File: src/rtl/div_unit_pkg.sv
// -----------------------------------------------------------------------------
// div_unit_pkg
// Shared definitions for the E-stage multi-cycle divider:
//   - default operand width and iteration-counter width
//   - divider FSM state encoding
//   - MIPS funct codes that select DIV / DIVU in the ALU decoder
// -----------------------------------------------------------------------------
package div_unit_pkg;

    // Operand width; quotient and remainder are each this wide.
    localparam int DIV_WIDTH = 32;
    // Iteration counter width; 2**DIV_CNT_W must exceed DIV_WIDTH.
    localparam int DIV_CNT_W = 6;

    // MIPS R-type funct codes routed to this unit.
    localparam logic [5:0] FUNCT_DIV  = 6'h1A;
    localparam logic [5:0] FUNCT_DIVU = 6'h1B;

    typedef enum logic [1:0] {
        DIV_IDLE = 2'b00,
        DIV_ZERO = 2'b01,
        DIV_ON   = 2'b10,
        DIV_END  = 2'b11
    } div_state_e;

endpackage : div_unit_pkg

File: src/rtl/div_step.sv
// -----------------------------------------------------------------------------
// div_step
// One combinational radix-2 restoring division step.
//   rem_i          partial remainder entering the step (always < divisor_i)
//   dividend_bit_i next dividend bit shifted into the partial remainder
//   divisor_i      divisor magnitude
//   rem_o          partial remainder after the step
//   quot_bit_o     quotient bit produced by the step (inverse of the borrow)
// -----------------------------------------------------------------------------
module div_step
    import div_unit_pkg::*;
#(
    parameter int WIDTH = DIV_WIDTH
) (
    input  logic [WIDTH-1:0] rem_i,
    input  logic             dividend_bit_i,
    input  logic [WIDTH-1:0] divisor_i,
    output logic [WIDTH-1:0] rem_o,
    output logic             quot_bit_o
);

    logic [WIDTH:0] shifted;
    logic [WIDTH:0] diff;
    logic           borrow;
    // Because rem_i < divisor_i, a non-negative difference always fits in
    // WIDTH bits, so the top difference bit carries no information.
    logic           diff_msb_unused;

    always_comb begin
        shifted         = {rem_i, dividend_bit_i};
        {borrow, diff}  = {1'b0, shifted} - {2'b00, divisor_i};
        diff_msb_unused = diff[WIDTH];
        quot_bit_o      = ~borrow;
        // Restore (keep the shifted value) when the subtraction went negative.
        rem_o           = borrow ? shifted[WIDTH-1:0] : diff[WIDTH-1:0];
    end

endmodule : div_step

File: src/rtl/div_unit.sv
// -----------------------------------------------------------------------------
// div_unit
// Multi-cycle radix-2 restoring divider for DIV/DIVU in the E stage.
// Ports:
//   clk         pipeline clock, rising edge
//   rst_n       asynchronous active-low reset
//   start       E-stage holds a live DIV/DIVU (held high while stalled)
//   signed_div  1 = DIV (two's complement), 0 = DIVU
//   opdata1     dividend
//   opdata2     divisor
//   annul       cancel the in-flight divide (E flush / exception)
//   result      {remainder (HI), quotient (LO)}, holds until next completion
//   ready       one-cycle pulse when result is freshly valid
//   div_stall   to hazard unit: hold F/D/E while a divide is in flight
// Timing: start seen at cycle t -> div_stall for t..t+WIDTH, ready at
// t+WIDTH+1. Divide by zero -> div_stall for t..t+1, ready at t+2.
// -----------------------------------------------------------------------------
module div_unit
    import div_unit_pkg::*;
#(
    parameter int WIDTH = DIV_WIDTH,
    parameter int CNT_W = DIV_CNT_W
) (
    input  logic                 clk,
    input  logic                 rst_n,
    input  logic                 start,
    input  logic                 signed_div,
    input  logic [WIDTH-1:0]     opdata1,
    input  logic [WIDTH-1:0]     opdata2,
    input  logic                 annul,
    output logic [2*WIDTH-1:0]   result,
    output logic                 ready,
    output logic                 div_stall
);

    localparam logic [CNT_W-1:0] LAST_STEP = CNT_W'(WIDTH - 1);

    div_state_e             state_q,    state_d;
    logic [WIDTH-1:0]       dividend_q, dividend_d;  // shifts out MSB first
    logic [WIDTH-1:0]       divisor_q,  divisor_d;
    logic [WIDTH-1:0]       rem_q,      rem_d;
    logic [WIDTH-1:0]       quot_q,     quot_d;
    logic [CNT_W-1:0]       cnt_q,      cnt_d;
    logic                   neg_quot_q, neg_quot_d;
    logic                   neg_rem_q,  neg_rem_d;
    logic [2*WIDTH-1:0]     result_q,   result_d;
    logic                   ready_q,    ready_d;

    // Operand magnitudes and sign flags (sign only meaningful for DIV).
    logic                   a_neg, b_neg;
    logic [WIDTH-1:0]       abs_a, abs_b;

    // Single shared restoring step, iterated once per DIV_ON cycle.
    logic [WIDTH-1:0]       step_rem;
    logic                   step_qbit;
    logic [WIDTH-1:0]       quot_next;

    div_step #(
        .WIDTH          (WIDTH)
    ) u_div_step (
        .rem_i          (rem_q),
        .dividend_bit_i (dividend_q[WIDTH-1]),
        .divisor_i      (divisor_q),
        .rem_o          (step_rem),
        .quot_bit_o     (step_qbit)
    );

    always_comb begin
        a_neg     = signed_div & opdata1[WIDTH-1];
        b_neg     = signed_div & opdata2[WIDTH-1];
        // The most negative value negates to itself, which read as unsigned is
        // exactly its magnitude, so 0x80000000 / -1 wraps without special case.
        abs_a     = a_neg ? -opdata1 : opdata1;
        abs_b     = b_neg ? -opdata2 : opdata2;
        quot_next = {quot_q[WIDTH-2:0], step_qbit};
    end

    // NOTE: every signal assigned in this block gets a default first so that
    // no path leaves one unassigned, which would infer a latch.
    always_comb begin
        state_d    = state_q;
        dividend_d = dividend_q;
        divisor_d  = divisor_q;
        rem_d      = rem_q;
        quot_d     = quot_q;
        cnt_d      = cnt_q;
        neg_quot_d = neg_quot_q;
        neg_rem_d  = neg_rem_q;
        result_d   = result_q;
        ready_d    = 1'b0;

        unique case (state_q)
            DIV_IDLE: begin
                if (start && !annul) begin
                    dividend_d = abs_a;
                    divisor_d  = abs_b;
                    neg_quot_d = a_neg ^ b_neg;
                    neg_rem_d  = a_neg;
                    rem_d      = '0;
                    quot_d     = '0;
                    cnt_d      = '0;
                    state_d    = (opdata2 == '0) ? DIV_ZERO : DIV_ON;
                end
            end

            DIV_ZERO: begin
                if (annul) begin
                    state_d = DIV_IDLE;
                end else begin
                    result_d = {dividend_q, {WIDTH{1'b1}}};
                    ready_d  = 1'b1;
                    state_d  = DIV_END;
                end
            end

            DIV_ON: begin
                if (annul) begin
                    state_d = DIV_IDLE;
                end else begin
                    rem_d      = step_rem;
                    quot_d     = quot_next;
                    dividend_d = dividend_q << 1;
                    cnt_d      = cnt_q + CNT_W'(1);
                    if (cnt_q == LAST_STEP) begin
                        // Sign fix-up folded into the final step: quotient
                        // negated on differing signs, remainder follows dividend.
                        result_d = {neg_rem_q  ? -step_rem  : step_rem,
                                    neg_quot_q ? -quot_next : quot_next};
                        ready_d  = 1'b1;
                        state_d  = DIV_END;
                    end
                end
            end

            DIV_END: begin
                // start is deliberately ignored here: the stalled instruction
                // is still in E this cycle and must not retrigger.
                state_d = DIV_IDLE;
            end

            default: state_d = DIV_IDLE;
        endcase
    end

    // NOTE: sequential state uses non-blocking assignments so every register
    // samples the pre-edge values regardless of statement order.
    always_ff @(posedge clk or negedge rst_n) begin
        if (!rst_n) begin
            state_q    <= DIV_IDLE;
            dividend_q <= '0;
            divisor_q  <= '0;
            rem_q      <= '0;
            quot_q     <= '0;
            cnt_q      <= '0;
            neg_quot_q <= 1'b0;
            neg_rem_q  <= 1'b0;
            result_q   <= '0;
            ready_q    <= 1'b0;
        end else begin
            state_q    <= state_d;
            dividend_q <= dividend_d;
            divisor_q  <= divisor_d;
            rem_q      <= rem_d;
            quot_q     <= quot_d;
            cnt_q      <= cnt_d;
            neg_quot_q <= neg_quot_d;
            neg_rem_q  <= neg_rem_d;
            result_q   <= result_d;
            ready_q    <= ready_d;
        end
    end

    // Stall is combinational so the hazard unit freezes E in the very cycle a
    // divide is first seen. It is forced low while reset is asserted even if
    // start is still high.
    always_comb begin
        div_stall = 1'b0;
        unique case (state_q)
            DIV_IDLE: div_stall = start & ~annul;
            DIV_ZERO: div_stall = 1'b1;
            DIV_ON:   div_stall = 1'b1;
            DIV_END:  div_stall = 1'b0;
            default:  div_stall = 1'b0;
        endcase
        div_stall = div_stall & rst_n;
    end

    assign result = result_q;
    assign ready  = ready_q;

endmodule : div_unit

File: config.mk
export PLATFORM = sky130hd
export DESIGN_NAME = div_unit
export DESIGN_NICKNAME = d
export VERILOG_FILES = /design/src/rtl/div_unit_pkg.sv /design/src/rtl/div_step.sv /design/src/rtl/div_unit.sv
export SDC_FILE = /design/constraint.sdc
export NUM_CORES = 1
export LEC_CHECK = 0
export CAP_MARGIN = 5
export CORE_UTILIZATION = 35
export DETAILED_ROUTE_END_ITERATION = 16
export SYNTH_ARGS = -nofsm -noshare
export SYNTH_HDL_FRONTEND = slang
export SYNTH_HIERARCHICAL = 1
export SYNTH_SLANG_ARGS = --single-unit
File: constraint.sdc
create_clock -name clk -period 4.95 [get_ports clk]
set_clock_uncertainty 0.15 [all_clocks]
set_input_delay 1.2375 -clock clk [delete_from_list [all_inputs] [get_ports clk]]
set_output_delay 1.2375 -clock clk [all_outputs]
set_load 0.02 [all_outputs]
**Yosys cells after proc, flatten, opt, wreduce, memory -nomap -nowiden**

Index checks and enable logic that the tools add are counted.

- Latch bits: 0
- Bits in read-only memories: 0
- Memory bits (writable): 0
- Word-level logic and storage cells: 74
- Register bits: 202
- Memories: 0
- Bits of input ports: 69
- Output and inout port bits: 66

- Multipliers: 0
- Multiplexer cells: 31
- Order comparisons: 0
- Bitwise gates (word level): 7
- Shift operators: 0
- Div/mod/pow operators: 0
- Reduce and logical (&&, ||, !) cells: 11
- Add/sub/neg operators: 6
- Equal/unequal tests: 9

Operators by type and width:

| operator | count |
|---|---|
| $mux 32 | 9 |
| $mux 64 | 3 |
| $neg 32->32 | 4 |
| $pmux 32 s2 | 2 |
| $pmux 64 s2 | 1 |
| $pmux 31 s2 | 1 |
| $sub 33x32->34 | 1 |
| $logic_not 32->1 | 1 |
| $mux 31 | 1 |
| $mux 6 | 2 |
| $pmux 6 s2 | 1 |
| $mux 2 | 5 |
| $ne 2x2->1 const B | 4 |
| $pmux 2 s4 | 1 |
| $add 6x1->6 const B | 1 |
| $eq 6x5->1 const B | 1 |
| $and 1x1->1 | 4 |
| $eq 2x2->1 const B | 2 |
| $reduce_and 2->1 | 2 |
| $reduce_and 4->1 | 1 |
| $reduce_bool 2->1 | 2 |
| $mux 1 | 3 |
| $ne 3x3->1 const B | 1 |
| $pmux 1 s3 | 1 |
| other kinds (9) | 10 |

**Depth between registers and ports, before layout**

- Depth after elaboration: 7
- Depth in mapped cells: 19
- Gate-level depth less buffers: 17

**Hierarchy**

The synthesis kept the hierarchy.

Modules (own cells, without submodules):

| module | times used | cells an instance | area an instance (um^2) |
|---|---|---|---|
| div_unit | 1 | 1195 | 10986.8 |
| div_step | 1 | 372 | 2373.5 |

**Worst setup path before layout**

OpenSTA, ideal clock, no wires.

- Path kind: register to register
- Start: reg rem_q[0]
- End: reg result_q[56] (netlist: result[56])
- Cell stages (with the launch flop): 16
- Buffers on the path: 1
- Clock period less this slack: 3.990 ns
- Arrival time: 3.709 ns
- Library setup time: 0.131 ns
- Slack: 0.960 ns
- Path through: dfrtp_1 -> ha_1 -> nor2b_1 -> o2111a_1 -> o2111ai_2 -> a311oi_2 -> nor3_4 -> buf_4 -> mux2_2 -> inv_1 -> ha_1 -> nor3b_1 -> nand4_2 -> o41ai_1 -> xor2_1 -> o21ai_1

- Cells in the longest elaborated chain, start to end: 7

Ends and longest elaborated chain:

| element | RTL line | text |
|---|---|---|
| start, declared | div_unit.sv:41 | `logic [WIDTH-1:0] rem_q, rem_d;` |
| start signal, assigned | div_unit.sv:163 | `rem_q <= rem_d;` |
| $sub 33x32->34 | div_step.sv:31 | `{borrow, diff} = {1'b0, shifted} - {2'b00, divisor_i};` |
| $mux 32 * | div_step.sv:35 | `rem_o = borrow ? shifted[WIDTH-1:0] : diff[WIDTH-1:0];` |
| net step_rem[1] | div_unit.sv:54 | `logic [WIDTH-1:0] step_rem;` |
| $neg 32->32 * | div_unit.sv:127 | `result_d = {neg_rem_q ? -step_rem : step_rem,` |
| $mux 32 * | div_unit.sv:127 |  |
| $mux 64 * | div_unit.sv:124 | `if (cnt_q == LAST_STEP) begin` |
| $mux 64 * | div_unit.sv:117 | `if (annul) begin` |
| $pmux 64 s2 * | div_unit.sv:92 | `unique case (state_q)` |
| end signal, assigned | div_unit.sv:168 | `result_q <= result_d;` |
| end, declared | div_unit.sv:46 | `logic [2*WIDTH-1:0] result_q, result_d;` |

The timed path passes the listed nets; every way through them passes the cells marked *. The select of a mux whose other input is x is not followed.
A chain may end at the register's enable or synchronous reset.

**Worst setup path in the final report**

- Start: reg divisor_q[7]
- End: reg result_q[52] (netlist: result[52])

- Cells in the longest elaborated chain, start to end: 7

Ends and longest elaborated chain:

| element | RTL line | text |
|---|---|---|
| start, declared | div_unit.sv:40 | `logic [WIDTH-1:0] divisor_q, divisor_d;` |
| start signal, assigned | div_unit.sv:162 | `divisor_q <= divisor_d;` |
| $sub 33x32->34 | div_step.sv:31 |  |
| $mux 32 | div_step.sv:35 |  |
| net step_rem[0] | div_unit.sv:54 |  |
| $neg 32->32 | div_unit.sv:127 |  |
| $mux 32 | div_unit.sv:127 |  |
| $mux 64 | div_unit.sv:124 |  |
| $mux 64 | div_unit.sv:117 |  |
| $pmux 64 s2 | div_unit.sv:92 |  |

The timed path passes the listed nets, and every way through them passes these cells. The select of a mux whose other input is x is not followed.

==> flow_summary_export.csv <==
group,metric,value,unit
clock_tree,htreeDepth,1,
place,io_buffer_count,134,
place,place_hpwl,28.9,mm
hold_path,min_from,"divisor_q[10]$_DFFE_PN0P_",
floorplanning,chipWidth,197,um
routing,vias,12000,
floorplanning,boundaryPins,135,
timing,hold_viol,0,
global_routing,antenna_found_initial,0,
timing,layout_min_cycle_time,4640,ps
critical_path,r2r_setup_slack,310,ps
timing,drv_slew,0,
clock_tree,hold_buffers,0,
place,place_congestion,0.897,
clock_tree,root_buffer,"clkbuf_16",
global_routing,grt_pass1_wl,62.7,mm
floorplanning,initial_core_util,0.356,
critical_path,critical_path_arrival,4890,ps
synth,seq_area_frac_synth,0.378,
finish,syn2layout_area_growth,21.2,%
routing,first_pass_iters,5,
routing,wl,39.0,mm
global_routing,grt_overflow,0,
synth,async_flop_share,1.00,
power_and_ir_drop,p_int,0.00656,W
synth,synth_edf_count,0,
synth,netlist_area,0.0134,mm^2
power_and_ir_drop,ir_worst_vdd,392,uV
hold_path,whs_path_depth,2,
timing,tns,0,ps
critical_path,path_max_fanout,14,
job,cap_viol_max_count,0,
power_and_ir_drop,p_sw_frac,0.472,
finish,nets,1785,
clock_tree,cts_setup_buffers,0,
floorplanning,core,0.0376,mm^2
synth,syn_nets,1678,
clock_tree,cts.sinks,202,
global_routing,grt.total_usage,0.200,
synth,yosysUniqueCellTypes,89,
floorplanning,rows,71,
timing,fin_crit_sh,0.937,
power_and_ir_drop,p_total,0.0124,W
power_and_ir_drop,leakagePower,7.01,nW
critical_path,r2r_cells,16,
critical_path,r2r-end,"result[52]$_DFFE_PN0P_",
outcome,status,"finished clean",
timing,rsz0062_at_grt,"false",
clock_tree,clock_latency,520,ps
power_and_ir_drop,netSwitchingPower,0.00587,W
power_and_ir_drop,power_frac_comb,0.605,
routing,ant_nets,0,
finish,n_antenna_cell,0,
clock_tree,cts_resized,0,
clock_tree,cts_tree,"built",
clock_tree,clkTransAtPathRegs,60,ps
critical_path,crit_path_start_kind,"flip-flop",
critical_path,crit_type,"reg -> reg",
synth,avgSynthCellArea,8.53,um^2
clock_tree,cts_made_buffers,24,
power_and_ir_drop,power_density,767,mW/mm^2
global_routing,grt_pass1_vias,11600,
hold_path,hp-class,"reg -> reg",
synth,netlist_instances,1567,
finish,drive_above_1_share,0.0769,
hold_path,hold_path_end,"divisor_q[10]$_DFFE_PN0P_",
global_routing,grt_max_degree,79,
timing,max_freq,215,MHz
routing,wl_per_cell,17.7,um
timing,tightest_slew,1110,ps
floorplanning,design.die.area,0.0390,mm^2
timing,finalSetupViolCount,0,
floorplanning,fp.dieH,197,um
clock_tree,cts_buffer_depth,3,
critical_path,required,5200,ps
routing,drt_iter0_drc,700,
routing,vias_per_cell,5.43,
routing,drcViolationCount,0,
critical_path,critPathCaptureType,"flip-flop",
synth,ys.warnings.count,6,
power_and_ir_drop,power_frac_clock,0.164,
timing,slew_headroom,0.261,
synth,ys_seq_elements,202,
power_and_ir_drop,pwr-share-seq,0.232,
synth,ys.flop_type,"dfrtp_1",
critical_path,r2r_start,"divisor_q[7]$_DFFE_PN0P_",
synthesized netlist by cell type (13+ instances only):
library cell / instances / share of area
o21ai_0: 119 / 0.045
nand2_1: 173 / 0.049
nand3_1: 27 / 0.010
inv_1: 75 / 0.021
xnor2_1: 66 / 0.043
buf_2: 16 / 0.0060
and3_1: 25 / 0.012
o21ai_1: 25 / 0.0094
a31oi_1: 32 / 0.015
or3_1: 14 / 0.0066
a21o_1: 15 / 0.0084
nor2_1: 125 / 0.035
dfrtp_1: 202 / 0.38
clkbuf_1: 65 / 0.018
ha_1: 41 / 0.038
mux2i_1: 19 / 0.014
nor4_1: 13 / 0.0061
nor3_1: 41 / 0.015
a21oi_1: 135 / 0.051
o31ai_1: 26 / 0.015
a22o_1: 59 / 0.039
xor2_1: 64 / 0.042
worst max-delay path by stage:
stage | start | to | slack (ps)
final | divisor_q[7]$_DFFE_PN0P_ | result[52]$_DFFE_PN0P_ | 310
after global routing | rem_q[7]$_DFFE_PN0P_ | result[57]$_DFFE_PN0P_ | 40
after CTS | divisor_q[7]$_DFFE_PN0P_ | result[52]$_DFFE_PN0P_ | 420
after detailed placement | divisor_q[7]$_DFFE_PN0P_ | result[52]$_DFFE_PN0P_ | 480
after global placement | dividend_q[31]$_DFFE_PN0P_ | result[53]$_DFFE_PN0P_ | 490
after floorplan | rem_q[0]$_DFFE_PN0P_ | result[56]$_DFFE_PN0P_ | 960
kinds of logic after synthesis:
kind of cell               Yosys count  share of synthesized area
adders and majority gates           42                     0.0399
buffers and inverters              164                     0.0487
and+or+nand+nor                    501                      0.186
DFF                                202                      0.378
muxes                               24                     0.0187
xor gates and xnor gates           130                     0.0852
AOI/OAI and AO/OA                  504                      0.243
metrics by stage:
step | util | worst slack, ps | cell area [um^2] | hold slack, ps | std cells
after floorplan | - | 960 | 13400 | 290 | 1567
after global placement | 0.407 | 494 | 15300 | 317 | 2159
after detailed placement | 0.407 | 476 | 15300 | 321 | 2159
after CTS | 0.431 | 425 | 16200 | 334 | 2202
after global routing | 0.431 | 42.0 | 16200 | 356 | 2202
final | 0.431 | 309 | 16200 | 327 | 2202
per-layer routing:
| metal | global-route usage | wire length (um) |
|---|---|---|
| met1 | 0.270 | 17600 |
| met4 | 0.0511 | 951 |
| met3 | 0.0210 | 1570 |
| met5 | 0 | 0 |
| met2 | 0.340 | 18800 |
layout by cell type, fill, tap and decap left out, types with 15 or more instances in the layout:
cell type        instances
a21o_1                  15
a21oi_1                134
a22o_1                  59
a31oi_1                 32
and3_1                  24
buf_4                   34
clkbuf_16               25
clkdlybuf4s50_1        133
dfrtp_1                202
ha_1                    40
inv_1                   75
mux2i_1                 19
nand2_1                173
nand3_1                 27
nor2_1                 123
nor3_1                  41
o21ai_0                119
o21ai_1                 25
o31ai_1                 26
xnor2_1                 66
xor2_1                  64
power groups by stage:
stage	logic, W	registers, W	clock network (W)
6_report	0.00751	0.00288	0.00203
3_5_place_dp	0.00747	0.00290	0
2_1_floorplan	0.00500	0.00294	0
3_3_place_gp	0.00743	0.00289	0
5_1_grt	0.00826	0.00296	0.00213
4_1_cts	0.00752	0.00288	0.00208
registers in the layout (all words and copies together), names as in the netlist:
register	cells
neg_quot_q	1
neg_rem_q	1
divisor_q	32
result	64
dividend_q	32
cnt_q	6
ready	1
quot_q	31
state_q	2
rem_q	32
critical path: stages (launching register included):
cell      delay (ps)
dfrtp_1          340
inv_1             70
ha_1             420
nand2_1          120
o21ai_0          360
a21oi_1          220
a311oi_2         380
nor3_4            90
inv_2            280
a21oi_1          150
inv_1             80
ha_1             190
nor3b_1          460
nand4_2          370
o31ai_1          390
xor2_1           140
a221oi_1         300
final cells by class:
class / instances / area (um^2)
Sequential cell: 202 / 5050
Multi-Input combinational cell: 1201 / 7680
Timing Repair Buffer: 169 / 1620
Tap cell: 511 / 639
Clock buffer: 33 / 716
Fill cell: 3756 / 21400
Inverter: 76 / 285
Clock inverter: 10 / 200
Note: power is estimated with default switching activity, not from simulation.
